--- src/rtl/mem_arbiter.sv ---
// Two-port physical memory arbiter between I-cache and D-cache line traffic.
// Round-robin on ties, one transaction at a time, one-cycle release gap.
module mem_arbiter #(
   parameter int line_size  = 128,
   parameter int addr_width = 16
) (
   input  logic                  clk,
   input  logic                  reset,
   input  logic                  i_pmem_read,
   input  logic [addr_width-1:0] i_pmem_address,
   output logic [line_size-1:0]  i_pmem_rdata,
   output logic                  i_pmem_resp,
   input  logic                  d_pmem_read,
   input  logic                  d_pmem_write,
   input  logic [addr_width-1:0] d_pmem_address,
   input  logic [line_size-1:0]  d_pmem_wdata,
   output logic [line_size-1:0]  d_pmem_rdata,
   output logic                  d_pmem_resp,
   output logic                  pmem_read,
   output logic                  pmem_write,
   output logic [addr_width-1:0] pmem_address,
   output logic [line_size-1:0]  pmem_wdata,
   input  logic [line_size-1:0]  pmem_rdata,
   input  logic                  pmem_resp
);

   typedef enum logic [1:0] {
      IDLE,
      SERVE_I,
      SERVE_D,
      RELEASE
   } state_t;

   state_t state;
   state_t state_next;
   logic   last_d;
   logic   grant_i;
   logic   grant_d;
   logic   d_req;

   assign d_req = d_pmem_read | d_pmem_write;

   always_ff @(posedge clk or posedge reset) begin
      if (reset) begin
         state <= IDLE;
      end else begin
         state <= state_next;
      end
   end

   always_comb begin
      state_next  = state;
      grant_i     = 1'b0;
      grant_d     = 1'b0;
      i_pmem_resp = 1'b0;
      d_pmem_resp = 1'b0;
      case (state)
         IDLE: begin
            // On a tie the port that lost the previous grant wins.
            if (i_pmem_read && d_req) begin
               grant_i = last_d;
               grant_d = ~last_d;
            end else begin
               grant_i = i_pmem_read;
               grant_d = d_req;
            end
            if (grant_i) begin
               state_next = SERVE_I;
            end else if (grant_d) begin
               state_next = SERVE_D;
            end
         end
         SERVE_I: begin
            if (pmem_resp) begin
               i_pmem_resp = i_pmem_read;
               state_next  = RELEASE;
            end
         end
         SERVE_D: begin
            if (pmem_resp) begin
               d_pmem_resp = d_req;
               state_next  = RELEASE;
            end
         end
         RELEASE: begin
            state_next = IDLE;
         end
         default: begin
            state_next = IDLE;
         end
      endcase
   end

   assign i_pmem_rdata = i_pmem_resp ? pmem_rdata : '0;
   assign d_pmem_rdata = d_pmem_resp ? pmem_rdata : '0;

   // Payload is captured only at grant so requester changes cannot leak in.
   always_ff @(posedge clk or posedge reset) begin
      if (reset) begin
         last_d       <= 1'b0;
         pmem_read    <= 1'b0;
         pmem_write   <= 1'b0;
         pmem_address <= '0;
         pmem_wdata   <= '0;
      end else if (grant_i) begin
         last_d       <= 1'b0;
         pmem_read    <= 1'b1;
         pmem_write   <= 1'b0;
         pmem_address <= i_pmem_address;
         pmem_wdata   <= '0;
      end else if (grant_d) begin
         last_d       <= 1'b1;
         pmem_read    <= ~d_pmem_write;
         pmem_write   <= d_pmem_write;
         pmem_address <= d_pmem_address;
         pmem_wdata   <= d_pmem_wdata;
      end else if (state_next == RELEASE) begin
         pmem_read  <= 1'b0;
         pmem_write <= 1'b0;
      end
   end

endmodule

--- config.mk ---
export PLATFORM = sky130hd
export DESIGN_NAME = mem_arbiter
export DESIGN_NICKNAME = d
export VERILOG_FILES = /design/src/rtl/mem_arbiter.sv
export SDC_FILE = /design/constraint.sdc
export NUM_CORES = 1
export LEC_CHECK = 0
export CAP_MARGIN = 5
export CORE_AREA = 2 2 275 277
export DETAILED_ROUTE_END_ITERATION = 10
export DIE_AREA = 0 0 277 279
export MAX_ROUTING_LAYER = met4
export PLACE_DENSITY = 0.32
export SETUP_SLACK_MARGIN = 0.05
export SLEW_MARGIN = 20
export SYNTH_ARGS = -nofsm -noshare
export SYNTH_HDL_FRONTEND = slang
export SYNTH_SLANG_ARGS = --single-unit
--- constraint.sdc ---
create_clock -name clk -period 7 [get_ports clk]
set_input_delay 1.4 -clock clk [delete_from_list [all_inputs] [get_ports clk]]
set_output_delay 1.4 -clock clk [all_outputs]
set_load 0.02 [all_outputs]
==> summary.txt <==
Drt pass-1 iters: 4
Max-slew headroom: 37.27%
Final setup violation count: 0
Pin count of the biggest net entering global routing: 135
Measured slew at the worst slew-check pin: 0.9410 ns
Multi-input gate area: 3082 um^2
Destination of the worst hold path: pmem_wdata[127]
Post-synthesis register bit count: 149
Dpl hpwl: 41.74 mm
Cell with the largest stage delay on the worst path: clkdlybuf4s50_1
Vias per cell: 3.331
Post-CTS Setup Inserts: 0
Tcrit/Tclk final: 79.17%
Hold path start: pmem_wdata[127]
Nets: 1,622
Drt drc: 0
Layout cells sized above 1: 3.812%
Critical Path Start Type: input port
Hold Crit Class: flop to flop
WL per Instance: 22.45 um
Setup crit end kind: output port
Primary FF master, synth: dfrtp_1
Distinct cells, synth: 21
Delay-heaviest family, CP: buffers and inverters
Reg-to-reg startpoint: state[0]
Clock period minus worst slack: 5.542 ns
H-tree levels: 4
Critical path class: input port to output port
CP arrival: 4.14 ns
Leak: 0.006361 uW
CTS Buffer Depth: 2
Fraction of registers with async set/reset: 100.0%
Aggregate routed wire length: 51.98 mm
Syn Inst Count: 661
Worst VDD drop: 0.0002405 V
Resize count post-CTS: 0
ANT nets after route: 0
Seq/Total Area, Yosys: 51.80%
CTS tree: done
Total GRT Usage: 13.43%
Initial antenna violation count: 12
Worst path buffer plus inverter count: 3
Clock transition at path regs: 0.07 ns
DIE AREA: 77,280 um^2
Run status: finished, final reports clean
Flip-flop and latch area: 3729 um^2
Placed Cells incl. Taps: 2,275
Critical path fanouts, max: 55
Mapped Area: 7198 um^2
Fillers: 8,082
Setup_tns: 0 ns
Worst R2R Path Depth: 6
First-pass GRT wire length: 69.88 mm
RSZ-0062 raised after global routing: no
R2r setup slk: 4.58 ns
I/O Buffers: 697
Hold Vio Cnt, Final: 0
Critical path's largest stage delay: 0.77 ns
YS warnings: 0
Max cap viols: 0
Initial core utilization: 9.718%
Via count: 7,712
Hold Buf Count CTS: 0
CP Depth: 6
Worst clock skew: 0.009878 ns
WHS Path Cells: 1
Syn Area/Cell: 10.89 um^2
Reg2reg end: pmem_address[5]
Most used cell along the critical path: clkdlybuf4s50_1
Fin area: 15,870 um^2
Max Clock Freq: 180.4 MHz
Worst Path Required: 5.60 ns
Slew Limit Fails: 0
Post-synth EDFFs: 0
Crit-path cells: clkdlybuf4s50_1 -> or2_1 -> and3_2 -> buf_12 -> and2_1 -> clkdlybuf4s50_1
Syn_nets: 958
Fin util: 21.42%
Inserted Clock Buffers: 17
Total grt overflow: 0
Starting DRC count in detailed routing: 404
Die height: 279 um
Worst-Skew Late Latency: 0.47 ns
Num ports: 698
Placed Area: 15,220 um^2
FP Rows: 100
CTS root buffer: clkbuf_16
Power Density: 332.5 nW/um^2
Number of global-route vias before repair: 8,286
Final instance count without filler cells: 2,315
Gp weighted congestion: 0.8501
Core ar.: 74,070 um^2
Die W: 277 um
Sink Count: 149
Area Growth Syn to Fin: 120.4%
## cells in the mapped netlist (2+ instances only)
library cell | number | share of area, %
a222oi_1 | 16 | 2.2
buf_6 | 10 | 1.6
o21ai_0 | 5 | 0.35
a22o_1 | 128 | 16
dfrtp_1 | 149 | 52
nand2_1 | 7 | 0.37
clkbuf_1 | 37 | 1.9
and2_1 | 256 | 22
buf_2 | 16 | 1.1
ha_1 | 3 | 0.52
nand3_1 | 2 | 0.14
inv_1 | 20 | 1.0
a21oi_1 | 2 | 0.14
and3_1 | 3 | 0.26
## cells by family (layout without fill, tap and decap cells)
logic type / Yosys count / count (layout) / share of synthesized area (%)
AND/OR/NAND/NOR: 271 / 271 / 23.28
AO/OA/AOI/OAI: 154 / 154 / 18.60
flip-flops: 149 / 149 / 51.80
buffers and inverters: 83 / 760 / 5.649
multiplexers: 1 / 1 / 0.1564
adder cells (fa/ha/maj): 3 / 3 / 0.5215
other: 0 / 8 / 0
## area by class of cell
| type | instances | share of cell area (%) |
|---|---|---|
| diodes | 8 | 0.1262 |
| clock inverters | 14 | 1.159 |
| flip-flops and latches | 149 | 23.50 |
| clock buffers | 18 | 2.768 |
| repair buffers | 708 | 44.88 |
| well taps | 969 | 7.641 |
| inverters | 20 | 0.5047 |
| multi-input cells | 429 | 19.42 |
## per-stage QoR
step	total power (uW)	setup WS, ns	hold WS, ns
6_report	5276	1.458	0.4987
5_1_grt	5590	1.285	0.5112
4_1_cts	5409	1.384	0.5021
3_5_place_dp	4346	1.397	0.4810
3_3_place_gp	4376	1.392	0.4816
2_1_floorplan	2842	1.592	0.5402
## flip-flops by register name, summed over array words and instances, names as in the netlist
register,cells
last_d,1
pmem_address,16
pmem_read,1
pmem_wdata,128
pmem_write,1
state,2
## layer usage
metal / up-vias / part of all wire (%) / global-route usage [%]
met3: 31 / 6.6 / 3.757
met1: 3720 / 39 / 14.71
met4: 0 / 1.5 / 3.512
met5: - / 0 / -
li1: 3626 / - / -
met2: 335 / 53 / 23.87
## layout by cell type (no fill, tap or decap), drive strengths merged, types with 5 or more instances in the layout
| cell type | Yosys | routed |
|---|---|---|
| and2 | 256 | 256 |
| o21ai | 6 | 6 |
| diode | 0 | 8 |
| inv | 20 | 26 |
| dfrtp | 149 | 149 |
| a22o | 128 | 128 |
| buf | 26 | 11 |
| clkinv | 0 | 5 |
| nand2 | 7 | 7 |
| clkdlybuf4s50 | 0 | 697 |
| a222oi | 16 | 16 |
| clkbuf | 37 | 18 |
## how the worst max path moves through the flow
stage	slack, ns	startpoint	endpoint
after floorplan	1.59	reset	last_d
after global placement	1.39	d_pmem_write	d_pmem_rdata[22]
after detailed placement	1.40	d_pmem_write	d_pmem_rdata[22]
after CTS	1.38	d_pmem_write	d_pmem_rdata[22]
after global routing	1.29	d_pmem_write	d_pmem_rdata[22]
final	1.46	d_pmem_write	d_pmem_rdata[22]
## where the power goes
| group | internal, uW | total (uW) | switching [uW] |
|---|---|---|---|
| sequential | 1210 | 1390 | 185 |
| clock | 550 | 995 | 445 |
| combinational | 1360 | 2890 | 1530 |
| total | 3120 | 5280 | 2160 |
## worst register-to-register path, stage by stage, from the launching register on
cell      delay (ns)
dfrtp_1         0.42
inv_1           0.10
ha_1            0.38
and3_4          0.44
buf_12          0.46
a222oi_1        0.47
inv_1           0.10
(Power assumes the default switching activity.)
==> variant, RTL diff (same settings) <==
Make the reset (`reset`) synchronous in 2 clocked blocks.
--- a/src/rtl/mem_arbiter.sv
+++ b/src/rtl/mem_arbiter.sv
@@ -41,5 +41,5 @@
    assign d_req = d_pmem_read | d_pmem_write;
 
-   always_ff @(posedge clk or posedge reset) begin
+   always_ff @(posedge clk) begin
       if (reset) begin
          state <= IDLE;
@@ -96,5 +96,5 @@
 
    // Payload is captured only at grant so requester changes cannot leak in.
-   always_ff @(posedge clk or posedge reset) begin
+   always_ff @(posedge clk) begin
       if (reset) begin
          last_d       <= 1'b0;
Check against the original RTL: differs if reset is asserted again (counterexample within 4 cycles, from zero or initial values and one cycle with reset high); with reset held inactive, the same outputs for 4 cycles.
==> variant against the original RTL <==
  * Critical path depth is the same
  * Sequential cell count stayed put
  * Register-to-register slack worse by 0.28 ns
  * Die area is the same
  * Synthesized area down 2.6%
  * Clock skew increased by 0.0042 ns
  * Cell area down 1.7%
  * Synthesized cell count increased by 41%
  * Wire length is 0.63% higher
  * Core utilization down 0.37 points
  * Worst setup slack improved by 0.065 ns
Power is not compared: it rests on default switching activity, and its combinational part moved more than twofold at a synthesized area within 25%.
==> variant: results <==
export IMPL_hold_path_cell_count=2
export IMPL_slowest_stage="and3_4"
export IMPL_synth_fp_nets=1232
export IMPL_synth_area_leaders="dfxtp_1 43%, and2_1 23%, nand2_1 14%, a21oi_1 9.2%, buf_2 2.9%"
export IMPL_drtIter0Drc=436
export IMPL_ys_async_sr_fraction_pct=0
export IMPL_regArea_mm2=0.002983
export IMPL_route_detailed_wl_per_inst_um=20.27
export IMPL_crit_path_max_incr_delay_ns=0.61
export IMPL_grt_first_pass_wirelength_mm=70.75
export IMPL_final_cells=2581
export IMPL_nets=1881
export IMPL_min_delay_start="pmem_wdata[114]$_SDFFE_PP0P_"
export IMPL_drt_pass1_iter_count=5
export IMPL_drive_gt1_share_pct=3.072
export IMPL_reg2reg_from="state[0]$_SDFF_PP0_"
export IMPL_r2r_end="pmem_wdata[13]$_SDFFE_PP0P_"
export IMPL_endpoint="d_pmem_rdata[20]"
export IMPL_tightest_slew_ns=1.055
export IMPL_cp_max_fo=69
export IMPL_synth_area_per_cell_um2=7.505
export IMPL_antenna_found_initial=18
export IMPL_ff2ff_setup_slack_ns=4.30
export IMPL_clock_skew_ns=0.01411
export IMPL_hold_end="pmem_wdata[114]$_SDFFE_PP0P_"
export IMPL_gp_congestion=0.8467
export IMPL_vias_per_cell=3.378
export IMPL_post_route_period_util_pct=78.25
export IMPL_post_place_ws_ns=1.450
export IMPL_hold_slack_ns=0.4534
export IMPL_place_hpwl_mm=42.72
export IMPL_place_area_mm2=0.01495
export IMPL_crit_arrival_ns=4.08
export IMPL_synth_distinct_cells=27
export IMPL_status="finished, final reports clean"
export IMPL_synth_commonest_cells="259 x nand2_1, 256 x and2_1, 149 x dfxtp_1"
export IMPL_gr_usage_all_layers_pct=13.43
## variant: layer usage
metal	vias to the layer above	part of all wire, %	track usage, %
met1	4010	38	13.83
met5	-	0	-
met2	379	52	23.58
met3	26	8.5	5.497
met4	0	0.96	3.567
li1	4303	-	-
## variant: critical path: cells and delay by family
kind / cells / cell delay (ns)
buffers and inverters: 3 / 1.62
AND/OR/NAND/NOR: 3 / 1.02
## variant: area by class of cell
cell class	instances	area share, %
Sequential cell	149	19.13
Clock buffer	17	2.729
Clock inverter	14	1.091
Multi-Input combinational cell	705	23.70
Antenna cell	17	0.2729
Inverter	3	0.07223
Tap cell	969	7.776
Timing Repair Buffer	707	45.23
## variant: kinds of logic (layout without fill, tap and decap cells)
group,after synthesis,in the layout,share of synthesized area [%]
AO/OA/AOI/OAI,156,156,12.73
adder cells (fa/ha/maj),4,4,0.7141
buffers and inverters,80,741,5.230
flip-flops,149,149,42.56
other,0,17,0
AND/OR/NAND/NOR,545,545,38.77
